File: src/rtl/post_mux_pkg.sv
// Shared constants and FSM state type for the post-mux response collector.
// Build macro POST_MUX_PARITY_EN appends an XOR parity byte to every stream.
package post_mux_pkg;

    localparam int N_BITS    = 128;
    localparam int IDX_W     = 7;
    localparam int BYTE_W    = 8;
    localparam int NUM_BYTES = N_BITS / BYTE_W;
`ifdef POST_MUX_PARITY_EN
    localparam int TX_BYTES  = NUM_BYTES + 1;
`else
    localparam int TX_BYTES  = NUM_BYTES;
`endif

    typedef enum logic [1:0] {
        IDLE    = 2'd0,
        COLLECT = 2'd1,
        SEND    = 2'd2
    } state_t;

endpackage

File: src/rtl/post_mux_byte_sel.sv
// Combinational byte slice of the response buffer selected by byte index.
// With POST_MUX_PARITY_EN, indices past the data bytes return the XOR of all data bytes.
module post_mux_byte_sel #(
    parameter int N_BITS = 128,
    parameter int BYTE_W = 8,
    parameter int BIDX_W = 4
) (
    input  logic [N_BITS-1:0] buf_bits,
    input  logic [BIDX_W-1:0] byte_idx,
    output logic [BYTE_W-1:0] byte_out
);

    localparam int NUM_BYTES = N_BITS / BYTE_W;
    localparam int BSEL_W    = $clog2(NUM_BYTES);
    localparam int BW_LOG    = $clog2(BYTE_W);

    logic [BSEL_W+BW_LOG-1:0] base_s;
    logic [BYTE_W-1:0]        data_byte_s;

    assign base_s      = {byte_idx[BSEL_W-1:0], {BW_LOG{1'b0}}};
    assign data_byte_s = buf_bits[base_s +: BYTE_W];

`ifdef POST_MUX_PARITY_EN
    function automatic logic [BYTE_W-1:0] xor_bytes(input logic [N_BITS-1:0] bits);
        logic [BYTE_W-1:0] acc;
        acc = {BYTE_W{1'b0}};
        for (int i = 0; i < NUM_BYTES; i++) begin
            acc = acc ^ bits[i*BYTE_W +: BYTE_W];
        end
        return acc;
    endfunction

    // Select between a data byte and the trailing parity byte.
    always_comb begin
        if (int'(byte_idx) >= NUM_BYTES) begin
            byte_out = xor_bytes(buf_bits);
        end else begin
            byte_out = data_byte_s;
        end
    end
`else
    assign byte_out = data_byte_s;
`endif

endmodule

File: src/rtl/post_mux_collector.sv
// Collects one PUF response bit per mux index into a buffer, then streams it as bytes.
// Build macro POST_MUX_PARITY_EN adds a trailing XOR parity byte after the data bytes.
module post_mux_collector #(
    parameter int N_BITS = post_mux_pkg::N_BITS,
    parameter int IDX_W  = post_mux_pkg::IDX_W,
    parameter int BYTE_W = post_mux_pkg::BYTE_W
) (
    input  logic              clk,
    input  logic              reset,
    input  logic              start,
    input  logic              bit_in,
    input  logic              bit_valid,
    input  logic [IDX_W-1:0]  idx,
    input  logic              last,
    output logic [BYTE_W-1:0] tx_data,
    output logic              tx_valid,
    input  logic              tx_ready,
    output logic              busy,
    output logic              done,
    output logic              err
);

    import post_mux_pkg::*;

    localparam int NUM_B = N_BITS / BYTE_W;
`ifdef POST_MUX_PARITY_EN
    localparam int TXB   = NUM_B + 1;
`else
    localparam int TXB   = NUM_B;
`endif
    localparam int BIDX_W = $clog2(TXB);
    localparam int CNT_W  = IDX_W + 1;

    localparam logic [CNT_W-1:0]  CNT_MAX   = CNT_W'(N_BITS);
    localparam logic [CNT_W-1:0]  CNT_ONE   = {{(CNT_W-1){1'b0}}, 1'b1};
    localparam logic [CNT_W:0]    CNT_FULL  = (CNT_W+1)'(N_BITS);
    localparam logic [BIDX_W-1:0] LAST_BYTE = BIDX_W'(TXB - 1);
    localparam logic [BIDX_W-1:0] BIDX_ONE  = {{(BIDX_W-1){1'b0}}, 1'b1};

    state_t             state_r, state_s;
    logic [N_BITS-1:0]  buf_r, buf_s;
    logic [CNT_W-1:0]   rx_cnt_r, rx_cnt_s;
    logic [BIDX_W-1:0]  byte_idx_r, byte_idx_s;
    logic [BYTE_W-1:0]  tx_data_r, tx_data_s, sel_byte_s;
    logic               tx_valid_r, tx_valid_s;
    logic               busy_r, done_r, done_s, err_r, err_s;

    // Byte selection looks at the next buffer/index so byte 0 is ready the cycle SEND starts.
    post_mux_byte_sel #(
        .N_BITS (N_BITS),
        .BYTE_W (BYTE_W),
        .BIDX_W (BIDX_W)
    ) u_byte_sel (
        .buf_bits (buf_s),
        .byte_idx (byte_idx_s),
        .byte_out (sel_byte_s)
    );

    // Next-state, capture and handshake logic.
    always_comb begin
        state_s    = state_r;
        buf_s      = buf_r;
        rx_cnt_s   = rx_cnt_r;
        byte_idx_s = byte_idx_r;
        err_s      = err_r;
        tx_valid_s = 1'b0;
        done_s     = 1'b0;
        case (state_r)
            IDLE: begin
                // The buffer is cleared on start too, so a short sweep never leaks old bits.
                if (start) begin
                    state_s    = COLLECT;
                    buf_s      = {N_BITS{1'b0}};
                    rx_cnt_s   = {CNT_W{1'b0}};
                    byte_idx_s = {BIDX_W{1'b0}};
                    err_s      = 1'b0;
                end else begin
                    state_s = IDLE;
                end
            end
            COLLECT: begin
                if (bit_valid) begin
                    buf_s[idx] = bit_in;
                    if (rx_cnt_r != CNT_MAX) begin
                        rx_cnt_s = rx_cnt_r + CNT_ONE;
                    end else begin
                        rx_cnt_s = rx_cnt_r;
                    end
                    if (last) begin
                        err_s      = (({1'b0, rx_cnt_r} + {{CNT_W{1'b0}}, 1'b1}) != CNT_FULL);
                        state_s    = SEND;
                        tx_valid_s = 1'b1;
                    end else begin
                        state_s = COLLECT;
                    end
                end else begin
                    state_s = COLLECT;
                end
            end
            SEND: begin
                if (tx_valid_r && tx_ready) begin
                    if (byte_idx_r == LAST_BYTE) begin
                        state_s    = IDLE;
                        byte_idx_s = {BIDX_W{1'b0}};
                        done_s     = 1'b1;
                    end else begin
                        byte_idx_s = byte_idx_r + BIDX_ONE;
                        tx_valid_s = 1'b1;
                    end
                end else begin
                    tx_valid_s = 1'b1;
                end
            end
            default: begin
                state_s = IDLE;
            end
        endcase
    end

    // Output byte is zero whenever no byte is offered.
    always_comb begin
        if (tx_valid_s) begin
            tx_data_s = sel_byte_s;
        end else begin
            tx_data_s = {BYTE_W{1'b0}};
        end
    end

    // State register.
    always_ff @(posedge clk) begin
        if (reset) begin
            state_r <= IDLE;
        end else begin
            state_r <= state_s;
        end
    end

    // Buffer, counters and registered outputs.
    always_ff @(posedge clk) begin
        if (reset) begin
            buf_r      <= {N_BITS{1'b0}};
            rx_cnt_r   <= {CNT_W{1'b0}};
            byte_idx_r <= {BIDX_W{1'b0}};
            tx_data_r  <= {BYTE_W{1'b0}};
            tx_valid_r <= 1'b0;
            busy_r     <= 1'b0;
            done_r     <= 1'b0;
            err_r      <= 1'b0;
        end else begin
            buf_r      <= buf_s;
            rx_cnt_r   <= rx_cnt_s;
            byte_idx_r <= byte_idx_s;
            tx_data_r  <= tx_data_s;
            tx_valid_r <= tx_valid_s;
            busy_r     <= (state_s != IDLE);
            done_r     <= done_s;
            err_r      <= err_s;
        end
    end

    assign tx_data  = tx_data_r;
    assign tx_valid = tx_valid_r;
    assign busy     = busy_r;
    assign done     = done_r;
    assign err      = err_r;

endmodule

File: config.mk
export PLATFORM = sky130hd
export DESIGN_NAME = post_mux_collector
export DESIGN_NICKNAME = d
export VERILOG_FILES = /design/src/rtl/post_mux_pkg.sv /design/src/rtl/post_mux_byte_sel.sv /design/src/rtl/post_mux_collector.sv
export SDC_FILE = /design/constraint.sdc
export NUM_CORES = 1
export LEC_CHECK = 0
export ABC_AREA = 0
export BUFFER_PORTS_ARGS = -buffer_cell sky130_fd_sc_hd__buf_2
export CAP_MARGIN = 20
export CORE_MARGIN = 2
export CORE_UTILIZATION = 30
export CTS_BUF_LIST = sky130_fd_sc_hd__clkbuf_8
export CTS_CLUSTER_SIZE = 10
export DETAILED_ROUTE_END_ITERATION = 8
export PLACE_DENSITY_LB_ADDON = 0.3
export SLEW_MARGIN = 5
export SYNTH_ARGS = -nofsm -noshare
export SYNTH_HDL_FRONTEND = slang
export SYNTH_SLANG_ARGS = --single-unit
File: constraint.sdc
create_clock -name clk -period 5.5 [get_ports clk]
set_clock_uncertainty 0.15 [all_clocks]
set_input_delay 0.55 -clock clk [delete_from_list [all_inputs] [get_ports clk]]
set_output_delay 0.55 -clock clk [all_outputs]
set_load 0.01 [all_outputs]
Word level (Yosys, flattened, before mapping)
Cells that the tools add are included.
Widths: inputs -> output; s select.
{"block": "word_totals", "reg_bits": 154, "latch_bits": 0, "mem_bits_rw": 0, "rom_bits": 0, "word_cells": 66, "n_memories": 0}
{"block": "op_classes", "addsub": 3, "mul": 0, "div": 0, "magnitude_cmp": 2, "eq_ne": 9, "shifts": 1, "muxes": 30, "bitwise": 3, "n_reduce_logical": 9}
{"operator": "$mux 128", "n": 2}
{"operator": "$pmux 128 s2", "n": 1}
{"operator": "$bwmux 128", "n": 1}
{"operator": "$shiftx 128x8->8", "n": 1}
{"operator": "$mux 8", "n": 3}
{"operator": "$pmux 8 s2", "n": 1}
{"operator": "$mux 4", "n": 3}
{"operator": "$mux 1", "n": 10}
{"operator": "$add 8x1->9 const B", "n": 1}
{"operator": "$ne 9x8->1 const B", "n": 1}
{"operator": "$add 8x1->8 const B", "n": 1}
{"operator": "$lt 7x8->1 const B", "n": 1}
{"operator": "$mux 2", "n": 4}
{"operator": "$ne 2x2->1 const B", "n": 4}
{"operator": "$ne 8x8->1 const B", "n": 1}
{"operator": "$pmux 4 s2", "n": 1}
{"operator": "$reduce_and 4->1", "n": 2}
{"operator": "$demux 1 s7", "n": 1}
{"operator": "$ge 7x1->1 const B", "n": 1}
{"operator": "$pmux 2 s3", "n": 1}
{"operator": "$add 4x1->4 const B", "n": 1}
{"operator": "$eq 4x4->1 const B", "n": 1}
{"operator": "$pmux 1 s2", "n": 2}
{"operator": "$reduce_bool 2->1", "n": 2}
{"operator": "other kinds (7)", "n": 10}

Longest topological paths before layout
{"block": "depth", "word_depth": 8, "ltp_mapped": 12, "ltp_nobuf": 9}

Modules after synthesis
Synthesis repeated with hierarchy kept, for this count alone.
{"block": "unflattened", "hier_cells": 1278, "hier_area_um2": 10221.1}
{"mod": "post_mux_collector", "instances": 1, "cells_each": 1208, "area_per_inst_um2": 9187.6}
{"mod": "post_mux_byte_sel", "instances": 1, "cells_each": 70, "area_per_inst_um2": 1033.5}

Worst setup path after synthesis
OpenSTA, ideal clock, no wires.
{"block": "synth_timing", "kind": "input-to-reg", "from": "input idx[5]", "to": "register tx_data_r[6], in the netlist tx_data[6]", "setup_time_ps": 128, "t_arrival_ps": 2167, "required_time_ps": 5222, "path_slack_ps": 3055, "path_stages": 9, "cell_sequence": "buf_2 buf_2 nand4b_1 nor2_1 mux2_2 a22oi_1 a22oi_1 nand3_1 nand3_1"}
{"block": "synth_via", "elab_chain_len": 8, "elab_cells_between_ends": 9}
{"item": "from (decl)", "line_no": "post_mux_collector.sv:13", "text": "input logic [IDX_W-1:0] idx,"}
{"item": "$lt 7x8->1 (not written as such) or $ge 7x1->1 (tied branches)", "line_no": "post_mux_collector.sv:83", "text": "buf_s[idx] = bit_in;"}
{"item": "$logic_and 1x1->1 (not written as such)", "line_no": "post_mux_collector.sv:83"}
{"item": "$mux 1 (not written as such)", "line_no": "post_mux_collector.sv:83"}
{"item": "$demux 1 s7 *", "line_no": "post_mux_collector.sv:83"}
{"item": "$bwmux 128 *", "line_no": "post_mux_collector.sv:83"}
{"item": "$mux 128 *", "line_no": "post_mux_collector.sv:82", "text": "if (bit_valid) begin"}
{"item": "$pmux 128 s2 *", "line_no": "post_mux_collector.sv:68", "text": "case (state_r)"}
{"item": "$shiftx 128x8->8 *", "line_no": "post_mux_byte_sel.sv:21", "text": "assign data_byte_s = buf_bits[base_s +: BYTE_W];"}
{"item": "to (signal assigned)", "line_no": "post_mux_collector.sv:144", "text": "tx_data_r <= {BYTE_W{1'b0}};"}
{"item": "to (signal assigned)", "line_no": "post_mux_collector.sv:153", "text": "tx_data_r <= tx_data_s;"}
{"item": "to (decl)", "line_no": "post_mux_collector.sv:44", "text": "logic [BYTE_W-1:0] tx_data_r, tx_data_s, sel_byte_s;"}
Mark *: on every way between the ends. The rest lies on a longest branch, timed or not.
A chain may end at the register's enable or synchronous reset.

Worst setup path after layout
{"block": "layout_timing", "from": "register state_r[1]", "to": "register tx_data_r[2], in the netlist tx_data[2]"}
{"block": "layout_via", "elab_chain_len": 4, "elab_cells_between_ends": 9}
{"item": "from (decl)", "line_no": "post_mux_collector.sv:40", "text": "state_t state_r, state_s;"}
{"item": "from (signal assigned)", "line_no": "post_mux_collector.sv:134", "text": "state_r <= state_s;"}
{"item": "parallel branches: the longest is 4 deep, another holds $pmux 128 s2"}
Parallel ways; which one is timed is not known.

==> results by group <==
Run status
  – Outcome: finished clean

Placement
  – HPWL Detailed: 17.1 mm
  – Routability Congestion: about 0.81
  – Setup WS pre-CTS: 1.84 ns
  – PortBufs: 25

Global route
  – Met1 Usage GRT: 0.257
  – Grt met3 use: 0.0256
  – Met2 Resource Use GR: 0.284
  – First-pass GRT wire length: approximately 44 mm
  – Vias in the first global route: about 7600
  – Global-route usage over all layers: 0.181
  – GR Overflow Total: 0
  – Antenna violations before repair: 0
  – GRT Max-Usage Layer: met2
  – Largest net degree at the start of global routing: 130

Worst setup path
  – CP cell instances: inv_1 -> ha_1 -> mux2i_1 -> a21o_2 -> a22o_1 -> buf_4 -> a211oi_1 -> nor4_1 -> nand3_1
  – Worst setup path class: reg -> reg
  – Crit Path Max Fanout: 19
  – CP max-delay cell: a22o_1
  – Req. time, crit path: 5.68 ns
  – Worst reg2reg path depth: 9
  – R2R Setup Slk: about 1.8 ns
  – CP peak stage delay: between 0.7 and 0.8 ns
  – WP data arrival: between 3 and 4 ns
  – Critical Path Source Type: register
  – Crit path capture type: register

Power and ir drop
  – VDD IR max: between 0.1 and 0.15 mV
  – Power Density: 241 nW/um^2
  – Static Leakage: 3.46 nW

Clocking
  – CTS Buf Count: 17
  – CTS resizes: 0
  – H-Tree Depth: 4
  – Root buf cell: clkbuf_8
  – Post-CTS Hold Fix Bufs: 0
  – Worst-Skew Late Latency: between 0.4 and 0.5 ns
  – Post-CTS setup buffers: 0
  – CTS sink count: ~150
  – Clock buffer depth: 2
  – Worst-path clk slew: ~0.10 ns
  – TritonCTS clock tree: built

STA
  – Max-slew headroom: 0.339
  – Final period util: 0.667
  – Min cycle time layout: 3.67 ns
  – Final Max Tran Viols: 0
  – Least-Margin Pin Slew: just under 1 ns
  – RSZ-0062 raised after global routing: no
  – Final Hold Fails: 0
  – Setup Viol. Count Final: 0
  – Highest Clock Rate: approximately 0.27 GHz
  – Min setup slack post-route: around 1.8 ns
  – Setup TNS: 0 ns

Floorplan
  – Boundary Pins: 26
  – Die area: 31100 um^2
  – Row Count: 63
  – Starting Density: 0.303
  – Die X: roughly 180 um
  – Die Ht: about 180 um
  – Total core area: between 20000 and 30000 um^2

Route
  – Antenna Nets Post-Route: 0
  – Via count: between 8000 and 9000
  – Final WL: roughly 28 mm
  – DRT Pass-1 Iters: 5
  – Via/cell ratio: around 5.6
  – WL/cell: ~19 um
  – Remaining DRCs: 0
  – Starting DRT DRC Count: 880

Synth
  – Synth Register Bits: approximately 150
  – Sequential cell area fraction in the yosys report: 0.346
  – Mean Syn Cell Area: ~7.7 um^2
  – Mapped cell area: about 8900 um^2
  – Synthesized instance count: roughly 1200
  – Most used DFF post-synth: dfxtp_1
  – Post-synthesis cell type count: 60
  – Fraction of registers with async set or reset after synthesis: 0
  – Synth Net Count: 1182
  – YS warnings: 0
  – Post-synth EDFFs: 0

Layout
  – Fin nets: between 1000 and 1500
  – Commonest non-fill, non-tap cell in the layout: nand2_1
  – Filler instances: approximately 3100
  – FF+latch area: 3080 um^2
  – Share of layout cells above drive strength 1: 0.0983
  – Multi-input logic area: 5330 um^2
  – Area Overhead vs Synth: 8.00%
  – Most frequent cells in the layout: nand2_1, dfxtp_1, a21oi_1, nor2_1, mux2i_1

Worst hold path
  – WHS Path Cells: 3
  – Worst hold path class: in -> reg

Run
  – Max-cap violations: 0
[Yosys cell counts (5+ instances only)]
cell type	count	area, um^2
a211oi_1	32	240
a21oi_1	139	696
a22oi_1	41	308
a31oi_1	34	213
and3_1	35	219
buf_1	9	33.8
buf_2	39	195
buf_4	5	37.5
clkbuf_1	56	210
dfxtp_1	154	3080
ha_1	8	100
inv_1	7	26.3
mux2_2	15	169
mux2i_1	59	591
nand2_1	205	769
nand3_1	24	120
nand4_1	9	56.3
nand4b_1	7	61.3
nand4bb_1	5	56.3
nor2_1	132	495
nor3_1	22	110
nor4_1	9	56.3
nor4bb_1	6	60.1
o211ai_1	24	180
o31ai_1	25	188
[layer usage]
metal | vias to the layer above | wire (um)
li1 | 4084 | -
met1 | 4101 | 13300
met2 | 250 | 12700
met3 | 31 | 1470
met4 | 0 | 517
met5 | - | 0
[metrics by stage]
step	hold slack, ns	area (um^2)	cells	power, mW	util
floorplan	0.296	8900	1160	1.29	-
global placement	0.303	9160	1476	1.36	0.312
detailed placement	0.311	9160	1476	1.36	0.312
CTS	0.260	9600	1508	2.33	0.326
global route	0.295	9610	1509	2.39	0.327
finish	0.278	9610	1511	2.31	0.327
[path summary, 6_finish.rpt]
check               end  startpoint
max          tx_data[2]  state_r[1]
min                done    tx_ready
max reg2reg  tx_data[2]  state_r[1]
min reg2reg    buf_r[3]    buf_r[3]
[worst max-delay path: cells and delay by family (launching register included)]
| kind | cells | cell delay (ns) |
|---|---|---|
| adder cells (fa/ha/maj) | 1 | 0.35 |
| buffers and inverters | 2 | 0.49 |
| AND/OR/NAND/NOR | 2 | 0.77 |
| multiplexers | 1 | 0.33 |
| flip-flops | 1 | 0.36 |
| AO/OA/AOI/OAI | 3 | 1.06 |
[flip-flops by register name, indices dropped and copies added (netlist names)]
name,count
state_r,2
tx_valid,1
buf_r,128
rx_cnt_r,8
tx_data,8
byte_idx_r,4
done,1
busy,1
err,1
[area by class of cell]
cell class / count / share of cell area
sequential: 154 / 0.321
clock buffer: 17 / 0.0243
antenna: 2 / 0.000521
tap: 390 / 0.0508
clock inverter: 15 / 0.0211
multi-input combinational: 887 / 0.554
timing repair buffer: 39 / 0.0255
inverter: 7 / 0.00273
[power by group]
part | switching [mW] | internal, mW
clock network | 0.511 | 0.468
logic | 0.173 | 0.0403
registers | 0.00254 | 1.12
[cell families (layout without fill, tap and decap cells)]
kind of cell,Yosys count,count (layout),synth area share
adder cells (fa/ha/maj),8,8,0.0112
other,0,2,0
flip-flops,154,154,0.346
AO/OA/AOI/OAI,316,316,0.228
multiplexers,74,74,0.0853
XOR/XNOR,3,3,0.00295
AND/OR/NAND/NOR,486,486,0.266
buffers and inverters,119,78,0.0596
(Power assumes the default switching activity.)
